File: config.mk
export PLATFORM = sky130hd
export DESIGN_NAME = cdb_arbiter
export DESIGN_NICKNAME = d
export VERILOG_FILES = /design/src/rtl/cdb_arbiter.sv
export SDC_FILE = /design/constraint.sdc
export NUM_CORES = 1
export LEC_CHECK = 0
export CORE_MARGIN = 2
export CORE_UTILIZATION = 30
export CTS_BUF_LIST = sky130_fd_sc_hd__clkbuf_8
export DETAILED_ROUTE_END_ITERATION = 8
export GPL_TIMING_DRIVEN = 0
export PLACE_DENSITY_LB_ADDON = 0.08
export SYNTH_ARGS = -nofsm -noshare
export SYNTH_HDL_FRONTEND = slang
export SYNTH_SLANG_ARGS = --single-unit
export TNS_END_PERCENT = 5
File: constraint.sdc
create_clock -name clk -period 5.9 [get_ports clk]
set_input_delay 1.18 -clock clk [delete_from_list [all_inputs] [get_ports clk]]
set_output_delay 1.18 -clock clk [all_outputs]
set_load 0.03 [all_outputs]
File: src/rtl/cdb_arbiter.sv
// -----------------------------------------------------------------------------
// cdb_arbiter
//
// Common-data-bus arbiter for the Tomasulo back end. Each functional-unit
// result channel pushes {data, tag, branch, taken} into its own small FIFO.
// Every cycle one non-empty channel is chosen round-robin. Its head entry is
// popped and registered onto the CDB, which feeds the reservation stations
// and the ROB. A flush drops every queued result, for example on a branch
// mispredict.
//
// Ports
//   clk               system clock; all state updates on the rising edge
//   reset             synchronous, active-low reset
//   flush             synchronous clear of all queued results
//   ch_valid[i]       channel i offers a result this cycle
//   ch_data           channel i data at [i*DATA_W +: DATA_W]
//   ch_tag            channel i tag at [i*TAG_W +: TAG_W]
//   ch_branch[i]      result is a branch resolution
//   ch_branch_taken   branch outcome; only meaningful with ch_branch
//   ch_ready[i]       channel i FIFO is not full
//   CDB_valid         registered broadcast valid
//   CDB_tag / CDB_data / CDB_branch / CDB_branch_taken
//                     broadcast payload; all zero when CDB_valid is 0
//   CDB_src           index of the channel that won the broadcast
//
// Handshake: a result transfers at a rising edge where ch_valid[i] and
// ch_ready[i] are both 1. ch_ready[i] depends only on registered state, so
// a unit may look at it before it decides to assert ch_valid[i]. If a unit
// asserts ch_valid[i] while ch_ready[i] is 0, the result is dropped and the
// unit must hold the result or retry it. The CDB side has no back-pressure:
// a broadcast is valid for exactly one cycle.
// -----------------------------------------------------------------------------
module cdb_arbiter #(
   parameter int NUM_CH     = 4,
   parameter int DATA_W     = 32,
   parameter int TAG_W      = 6,
   parameter int FIFO_DEPTH = 4,
   parameter int SRC_W      = $clog2(NUM_CH)
) (
   input  logic                     clk,
   input  logic                     reset,
   input  logic                     flush,
   input  logic [NUM_CH-1:0]        ch_valid,
   input  logic [NUM_CH*DATA_W-1:0] ch_data,
   input  logic [NUM_CH*TAG_W-1:0]  ch_tag,
   input  logic [NUM_CH-1:0]        ch_branch,
   input  logic [NUM_CH-1:0]        ch_branch_taken,
   output logic [NUM_CH-1:0]        ch_ready,
   output logic                     CDB_valid,
   output logic [TAG_W-1:0]         CDB_tag,
   output logic [DATA_W-1:0]        CDB_data,
   output logic                     CDB_branch,
   output logic                     CDB_branch_taken,
   output logic [SRC_W-1:0]         CDB_src
);

   localparam int PTR_W = (FIFO_DEPTH > 1) ? $clog2(FIFO_DEPTH) : 1;
   localparam int CNT_W = $clog2(FIFO_DEPTH + 1);
   localparam logic [CNT_W-1:0] FULL_CNT = CNT_W'(FIFO_DEPTH);

   typedef struct packed {
      logic              branch;
      logic              taken;
      logic [TAG_W-1:0]  tag;
      logic [DATA_W-1:0] data;
   } entry_t;

   // Per-channel FIFO storage and pointers
   entry_t           mem_q    [NUM_CH][FIFO_DEPTH];
   logic [PTR_W-1:0] wr_ptr_q [NUM_CH];
   logic [PTR_W-1:0] wr_ptr_d [NUM_CH];
   logic [PTR_W-1:0] rd_ptr_q [NUM_CH];
   logic [PTR_W-1:0] rd_ptr_d [NUM_CH];
   logic [CNT_W-1:0] count_q  [NUM_CH];
   logic [CNT_W-1:0] count_d  [NUM_CH];

   // Round-robin priority pointer: the search for a winner starts here
   logic [SRC_W-1:0] rr_ptr_q;
   logic [SRC_W-1:0] rr_ptr_d;

   // Registered CDB
   logic              cdb_valid_q;
   logic [TAG_W-1:0]  cdb_tag_q;
   logic [DATA_W-1:0] cdb_data_q;
   logic              cdb_branch_q;
   logic              cdb_taken_q;
   logic [SRC_W-1:0]  cdb_src_q;

   logic [NUM_CH-1:0] push_en;
   logic [NUM_CH-1:0] pop_en;
   logic [NUM_CH-1:0] nonempty;
   entry_t            push_entry [NUM_CH];
   logic              grant_valid;
   logic [SRC_W-1:0]  grant_idx;
   entry_t            head;

   // -------------------------------------------------------------------------
   // Push side: ready comes from the registered count only. A full FIFO
   // therefore refuses a push even in the cycle where it is being popped.
   // -------------------------------------------------------------------------
   always_comb begin
      for (int i = 0; i < NUM_CH; i++) begin
         ch_ready[i]          = (count_q[i] != FULL_CNT);
         nonempty[i]          = (count_q[i] != '0);
         push_en[i]           = ch_valid[i] & ch_ready[i];
         push_entry[i].branch = ch_branch[i];
         push_entry[i].taken  = ch_branch_taken[i];
         push_entry[i].tag    = ch_tag[i*TAG_W +: TAG_W];
         push_entry[i].data   = ch_data[i*DATA_W +: DATA_W];
      end
   end

   // -------------------------------------------------------------------------
   // Round-robin pick. Each non-empty channel gets a distance from the
   // priority pointer (measured modulo NUM_CH), and the channel with the
   // smallest distance wins. The decision uses the counts from before this
   // edge's pushes, so there is no bypass from a unit straight to the CDB.
   // -------------------------------------------------------------------------
   always_comb begin
      int off;
      int best_off;
      off         = 0;
      best_off    = NUM_CH;
      grant_valid = 1'b0;
      grant_idx   = '0;
      for (int i = 0; i < NUM_CH; i++) begin
         off = i - int'(rr_ptr_q);
         if (off < 0) begin
            off = off + NUM_CH;
         end
         if (nonempty[i] && (off < best_off)) begin
            best_off    = off;
            grant_valid = 1'b1;
            grant_idx   = SRC_W'(i);
         end
      end
   end

   always_comb begin
      head = '0;
      for (int i = 0; i < NUM_CH; i++) begin
         pop_en[i] = grant_valid && (grant_idx == SRC_W'(i));
         if (pop_en[i]) begin
            head = mem_q[i][rd_ptr_q[i]];
         end
      end
   end

   // The pointer moves to the slot after the winner. When nothing is pending
   // it stays where it is.
   always_comb begin
      rr_ptr_d = rr_ptr_q;
      if (grant_valid) begin
         if (int'(grant_idx) == NUM_CH - 1) begin
            rr_ptr_d = '0;
         end else begin
            rr_ptr_d = grant_idx + SRC_W'(1);
         end
      end
   end

   // FIFO next state. A push and a pop in the same cycle leave count unchanged.
   always_comb begin
      for (int i = 0; i < NUM_CH; i++) begin
         wr_ptr_d[i] = wr_ptr_q[i];
         rd_ptr_d[i] = rd_ptr_q[i];
         count_d[i]  = count_q[i];
         if (push_en[i]) begin
            wr_ptr_d[i] = wr_ptr_q[i] + PTR_W'(1);
         end
         if (pop_en[i]) begin
            rd_ptr_d[i] = rd_ptr_q[i] + PTR_W'(1);
         end
         case ({push_en[i], pop_en[i]})
            2'b10:   count_d[i] = count_q[i] + CNT_W'(1);
            2'b01:   count_d[i] = count_q[i] - CNT_W'(1);
            default: count_d[i] = count_q[i];
         endcase
      end
   end

   // -------------------------------------------------------------------------
   // State registers. Reset has priority over flush, and flush has priority
   // over pushes and pops, so any pending results are dropped silently.
   // -------------------------------------------------------------------------
   always_ff @(posedge clk) begin
      if (!reset) begin
         for (int i = 0; i < NUM_CH; i++) begin
            wr_ptr_q[i] <= '0;
            rd_ptr_q[i] <= '0;
            count_q[i]  <= '0;
         end
         rr_ptr_q     <= '0;
         cdb_valid_q  <= 1'b0;
         cdb_tag_q    <= '0;
         cdb_data_q   <= '0;
         cdb_branch_q <= 1'b0;
         cdb_taken_q  <= 1'b0;
         cdb_src_q    <= '0;
      end else if (flush) begin
         for (int i = 0; i < NUM_CH; i++) begin
            wr_ptr_q[i] <= '0;
            rd_ptr_q[i] <= '0;
            count_q[i]  <= '0;
         end
         rr_ptr_q     <= '0;
         cdb_valid_q  <= 1'b0;
         cdb_tag_q    <= '0;
         cdb_data_q   <= '0;
         cdb_branch_q <= 1'b0;
         cdb_taken_q  <= 1'b0;
         cdb_src_q    <= '0;
      end else begin
         for (int i = 0; i < NUM_CH; i++) begin
            wr_ptr_q[i] <= wr_ptr_d[i];
            rd_ptr_q[i] <= rd_ptr_d[i];
            count_q[i]  <= count_d[i];
         end
         rr_ptr_q     <= rr_ptr_d;
         // head is all zero when there is no grant, so an idle CDB drives zeros
         cdb_valid_q  <= grant_valid;
         cdb_tag_q    <= head.tag;
         cdb_data_q   <= head.data;
         cdb_branch_q <= head.branch;
         cdb_taken_q  <= head.taken;
         cdb_src_q    <= grant_idx;
      end
   end

   // Storage has no reset. Entries are only read while count says they are
   // live.
   always_ff @(posedge clk) begin
      for (int i = 0; i < NUM_CH; i++) begin
         if (reset && !flush && push_en[i]) begin
            mem_q[i][wr_ptr_q[i]] <= push_entry[i];
         end
      end
   end

   assign CDB_valid        = cdb_valid_q;
   assign CDB_tag          = cdb_tag_q;
   assign CDB_data         = cdb_data_q;
   assign CDB_branch       = cdb_branch_q;
   assign CDB_branch_taken = cdb_taken_q;
   assign CDB_src          = cdb_src_q;

endmodule

## After elaboration in Yosys (flattened, before gate mapping)

Memories as Yosys holds them, arrays and structs flattened.
Cells that the tools add are included.

- Register bits: 45
- RAM bits: 668
- Bits of input ports: 167
- Output and inout bits: 47
- Logic and storage cells: 223
- Memories kept: 4

- Add/subtract/negate cells: 25
- Magnitude comparators: 20
- Eq/ne operators: 16
- Muxes and demuxes: 90
- Bitwise logic cells: 37
- Reduce and logical (&&, ||, !) cells: 24

Memories:

| memory | depth | bits a word | rd ports | clocked after memory_dff | write ports | line | text |
|---|---|---|---|---|---|---|---|
| mem_q | 4 | 160 | 4 | 0 | 4 | 69 | `entry_t mem_q [NUM_CH][FIFO_DEPTH];` |
| count_q | 4 | 3 | 4 | 0 | 4 | 74 | `logic [CNT_W-1:0] count_q [NUM_CH];` |
| rd_ptr_q | 4 | 2 | 4 | 0 | 4 | 72 | `logic [PTR_W-1:0] rd_ptr_q [NUM_CH];` |
| wr_ptr_q | 4 | 2 | 4 | 0 | 4 | 70 | `logic [PTR_W-1:0] wr_ptr_q [NUM_CH];` |

Operators with widths:

| operator | number |
|---|---|
| 2-to-1 mux 160 bit | 4 |
| 2-to-1 mux 40 bit | 16 |
| binary-select mux 40 bit (select 2 bit) | 4 |
| demux 40 bit (select 2 bit) | 4 |
| 2-to-1 mux 32 bit | 7 |
| less-than comparator 32 bit | 3 |
| 2-to-1 mux 2 bit | 27 |
| less-than comparator 32 x 4 -> 1 bit (second input constant) | 1 |
| >= comparator 3 bit (second input constant) | 8 |
| less-than comparator 3 x 1 -> 1 bit (second input constant) | 8 |
| 2-to-1 mux 3 bit | 8 |
| NOT 2 -> 3 bit | 8 |
| OR 1 bit | 24 |
| case mux 3 bit (2 select lines) | 4 |
| adder 3 x 4 -> 5 bit (second input constant) | 4 |
| adder 2 x 1 -> 2 bit (second input constant) | 9 |
| logical AND 1 bit | 17 |
| 2-to-1 mux 1 bit | 16 |
| adder 3 x 1 -> 3 bit (second input constant) | 4 |
| == test 2 x 1 -> 1 bit (second input constant) | 6 |
| == test 2 bit (second input constant) | 6 |
| != test 3 bit (second input constant) | 4 |
| nonzero test 3 bit | 4 |
| subtractor 3 x 1 -> 3 bit (second input constant) | 4 |
| 7 further kinds | 12 |

## Longest topological paths before layout

- Word-level depth: 21
- Gate-level depth with buffers: 24
- Mapped depth without buffers: 23

## Worst setup path after synthesis

Ideal clock, no wire load.

- Path type: register -> register
- Start point: mem count_q[0][1] (netlist bit)
- End point: mem count_q[0][2] (netlist bit), data pin
- Library setup time: 0.266 ns
- Arrival time: 4.067 ns
- Data required time: 5.634 ns
- Path slack: 1.567 ns
- Cell stages (with the launch flop): 22
- Path buffers: 1
- Clock period less this slack: 4.333 ns
- Cell sequence: edfxtp_1 -> or3_1 -> nor2_1 -> a21oi_1 -> a21oi_1 -> ha_1 -> nor2_1 -> a22oi_1 -> o21ai_0 -> ha_1 -> a31oi_2 -> nor2_1 -> ha_1 -> clkbuf_1 -> nand2_1 -> inv_1 -> ha_1 -> inv_1 -> fa_1 -> xnor2_1 -> xnor2_1 -> nor2_1

RTL lines:

| element | line |
|---|---|
| from (decl) | 74 |

==> results.tsv <==
stage	metric	value	unit
min_path	min_path_type	register to register	
timing	rsz0062_at_grt	false	
timing	timing.final.crit_share	90.9	%
timing	fmax	0.186	GHz
cts	cts.sinks	713	
route	vias	13875	
layout	area_growth	23.0	%
power_and_ir_drop	clkPwrFrac	31.7	%
global_routing	grt_overflow_total	0	
timing	setup_viol	0	
placed_design	io_buffers	213	
layout	fillers	8467	
yosys	syn_area	0.0274	sq mm
critical_path	crit_top_cell	ha_1	
global_routing	grt_pass1_vias	15272	
floorplan	start_util	30.3	%
power_and_ir_drop	peakVddDrop	180	uV
timing	slew_headroom	24.4	%
critical_path	end_kind	register	
power_and_ir_drop	swShare	31.6	%
timing	post-route-min-period	5.37	ns
yosys	yosysWarnings	0	
route	wl	74900	um
placed_design	dp_hpwl	49500	um
job	cap_violations	0	
floorplan	die_h	306	um
yosys	synth_top_area_share	72.5	%
route	drc	0	
floorplan	dieArea	0.0937	sq mm
min_path	hp-start	wr_ptr_q[2][1]$_SDFFE_PP0P_	
yosys	synthTopCellsByArea	edfxtp_1 (72%), mux4_2 (13%), dfxtp_1 (3.8%)	
cts	worstSkewPairLatency	0.76	ns
critical_path	cp.arrival	5.86	ns
power_and_ir_drop	p_per_area	417	mW/mm^2
yosys	syn_area_per_cell	20.5	sq um
critical_path	cp-startpoint	count_q[0][0]$_SDFFCE_PN0P_	
layout	multi_input_area	0.00593	sq mm
floorplan	io-pin-count	214	
cts	htreeDepth	4	
critical_path	cpPeakStageDelay	0.47	ns
yosys	ys.flop_type	edfxtp_1	
floorplan	core-area	0.0903	sq mm
outcome	status	completed	
cts	cts_tree	yes	
global_routing	grt_max_degree	41	
route	wl_per_cell	25.2	um
power_and_ir_drop	p_comb_share	26.7	%
route	drt-initial-drc-count	820	
critical_path	setup.worst_path.class	register to register	
route	vias_per_cell	4.67	
critical_path	critPathRequiredTime	6.40	ns
global_routing	grt_pass1_wl	107000	um
placed_design	dp_cells	2733	
critical_path	crit_path_top_delay_cell	ha_1	
cts	clkTransAtPathRegs	0.06	ns
critical_path	crit_chain	or3_1, nor2_1, a21oi_1, a21oi_1, ha_1, o21ai_0, a22oi_2, nand2_1, o21ai_0, ha_1, a31oi_2, nor2_1, ha_1, clkbuf_1, nand2_1, inv_1, ha_1, inv_1, fa_1, xnor2_1, xnor2_1, nor2_1	
power_and_ir_drop	p_int	9600	uW
timing	worstMarginPinSlew	1.13	ns
floorplan	die_width	306	um
critical_path	crit_fanout	10	
timing	fin_skew	0.0358	ns
power_and_ir_drop	pwr-share-seq	41.6	%
route	drt_pass1_iterations	5	
yosys	synth_nets	1531	
yosys	synthArstFlopShare	0	%
timing	finalHoldViolCount	0	
timing	finalSetupTns	0	ns
layout	drive_gt1_share	20.9	%
cts	cts-root-buf	clkbuf_8	
placed_design	place_congestion	0.754	
floorplan	rows	110	
power_and_ir_drop	leakage	0.0113	uW
critical_path	start_kind	register	
global_routing	grt_use_total	16.2	%
yosys	ys_seq_area_share	76.3	%
layout	fin_nets	1887	
yosys	synth_edf_count	661	
timing	slew_viol_final	0	
route	ant_nets	0	
critical_path	r2r_start	count_q[0][0]$_SDFFCE_PN0P_	
yosys	ys_seq_elements	713	
power_and_ir_drop	switchingPower	4440	uW
layout	regArea	0.0209	sq mm
yosys	synth_largest_area_cell	edfxtp_1	
global_routing	antenna_found_initial	22	
layout	finalNonFillerCells	2973	
cts	clk_path_buf_depth	3	
yosys	synthCells	1336	
yosys	yosysUniqueCellTypes	42	
cts	cts_buffers	133	
==> cell families after synthesis <==
| logic type | Yosys count | share of synthesized area, % |
|---|---|---|
| flip-flops | 713 | 76.3 |
| multiplexers | 200 | 14.6 |
| AND/OR/NAND/NOR | 176 | 3.22 |
| buffers and inverters | 140 | 2.23 |
| AO/OA/AOI/OAI | 66 | 1.88 |
| adder cells (fa/ha/maj) | 28 | 1.39 |
| XOR/XNOR | 13 | 0.416 |
==> critical path: cells and delay by family, from the launching register on <==
| kind | cells | cell delay (ns) |
|---|---|---|
| flops | 1 | 0.46 |
| compound gates | 6 | 0.86 |
| buf+inv | 3 | 0.52 |
| simple gates | 6 | 1.28 |
| xor+xnor | 2 | 0.33 |
| fa+ha+maj | 5 | 1.64 |
==> power groups by stage <==
stage | registers [uW] | clock network [uW] | logic, uW
detailed placement | 5940 | 0 | 3930
finish | 5840 | 4450 | 3740
CTS | 5840 | 4620 | 3940
global route | 5850 | 4830 | 4050
global placement | 5940 | 0 | 3900
floorplan | 6010 | 0 | 2140
==> layout by cell type (no fill, tap or decap), drive strengths merged, types with 2 or more instances in the layout <==
cell type        n
clkdlybuf4s50  213
fa               4
or3              4
clkbuf         189
mux2i           40
o21ai            7
nand3            9
mux4           160
xor2             2
nor3             4
and2            21
inv            128
bufinv           2
clkinvlp         3
a21oi            9
dfxtp           52
clkinv          27
xnor2           11
edfxtp         661
nor2            35
nand2           56
o221ai          40
and3            41
diode            2
buf             37
ha              24
o31ai            2
==> cell usage after synthesis (21+ instances only) <==
| cell type | instances |
|---|---|
| and2_1 | 21 |
| dfxtp_1 | 52 |
| nor2_1 | 35 |
| clkbuf_1 | 43 |
| inv_1 | 68 |
| ha_1 | 24 |
| nand2_1 | 56 |
| mux2i_1 | 40 |
| mux4_2 | 160 |
| edfxtp_1 | 661 |
| o221ai_1 | 40 |
| and3_1 | 41 |
==> final timing paths <==
path	to	slack [ns]	depth (start not counted)
worst max register to register	count_q[0][2]$_SDFFCE_PN0P_	0.53	22
worst min register to register	wr_ptr_q[2][1]$_SDFFE_PP0P_	0.50	2
worst max-delay path	count_q[0][2]$_SDFFCE_PN0P_	0.53	22
worst min-delay path	wr_ptr_q[2][1]$_SDFFE_PP0P_	0.50	2
==> final cells by class <==
| cell class | instances | area share, % |
|---|---|---|
| Multi-Input combinational cell | 483 | 17.6 |
| Buffer | 72 | 1.05 |
| Clock buffer | 146 | 5.96 |
| Inverter | 68 | 0.757 |
| Timing Repair Buffer | 221 | 6.80 |
| Clock inverter | 92 | 1.45 |
| Sequential cell | 713 | 62.0 |
| Tap cell | 1176 | 4.37 |
| Antenna cell | 2 | 0.0149 |
==> metal layers <==
layer	part of all wire, %	GRT usage (%)	wire length (um)	up-vias
met3	5.1	4.17	3800	134
met5	0.20	0	152	-
met1	42	20.4	31700	7226
met2	50	27.3	37500	363
met4	2.4	5.34	1780	24
li1	-	-	-	6128
==> flip-flops by register name, summed over array words and instances, names as in the netlist <==
name	count
CDB_tag	6
rr_ptr_q	2
mem_q	640
CDB_branch_taken	1
count_q	12
wr_ptr_q	8
CDB_data	32
rd_ptr_q	8
CDB_src	2
CDB_branch	1
CDB_valid	1
==> metrics by stage <==
| stage | hold WS [ns] | area, sq um | util, % | total power [uW] | setup slack [ns] |
|---|---|---|---|---|---|
| after floorplan | 0.469 | 27400 | - | 8150 | 1.57 |
| after global placement | 0.496 | 31000 | 34.3 | 9840 | 0.478 |
| after detailed placement | 0.497 | 31200 | 34.5 | 9870 | 0.431 |
| after CTS | 0.505 | 33700 | 37.3 | 14400 | 0.405 |
| after global routing | 0.533 | 33700 | 37.3 | 14700 | 0.0475 |
| final | 0.499 | 33700 | 37.3 | 14000 | 0.534 |
==> timing repair <==
item,in CTS,in global routing
setup buffers,0,0
endpoints found under the setup margin,0,1
hold buffers,0,0
gates resized for setup,0,1
No activity file was read; power rests on OpenSTA's default activity.
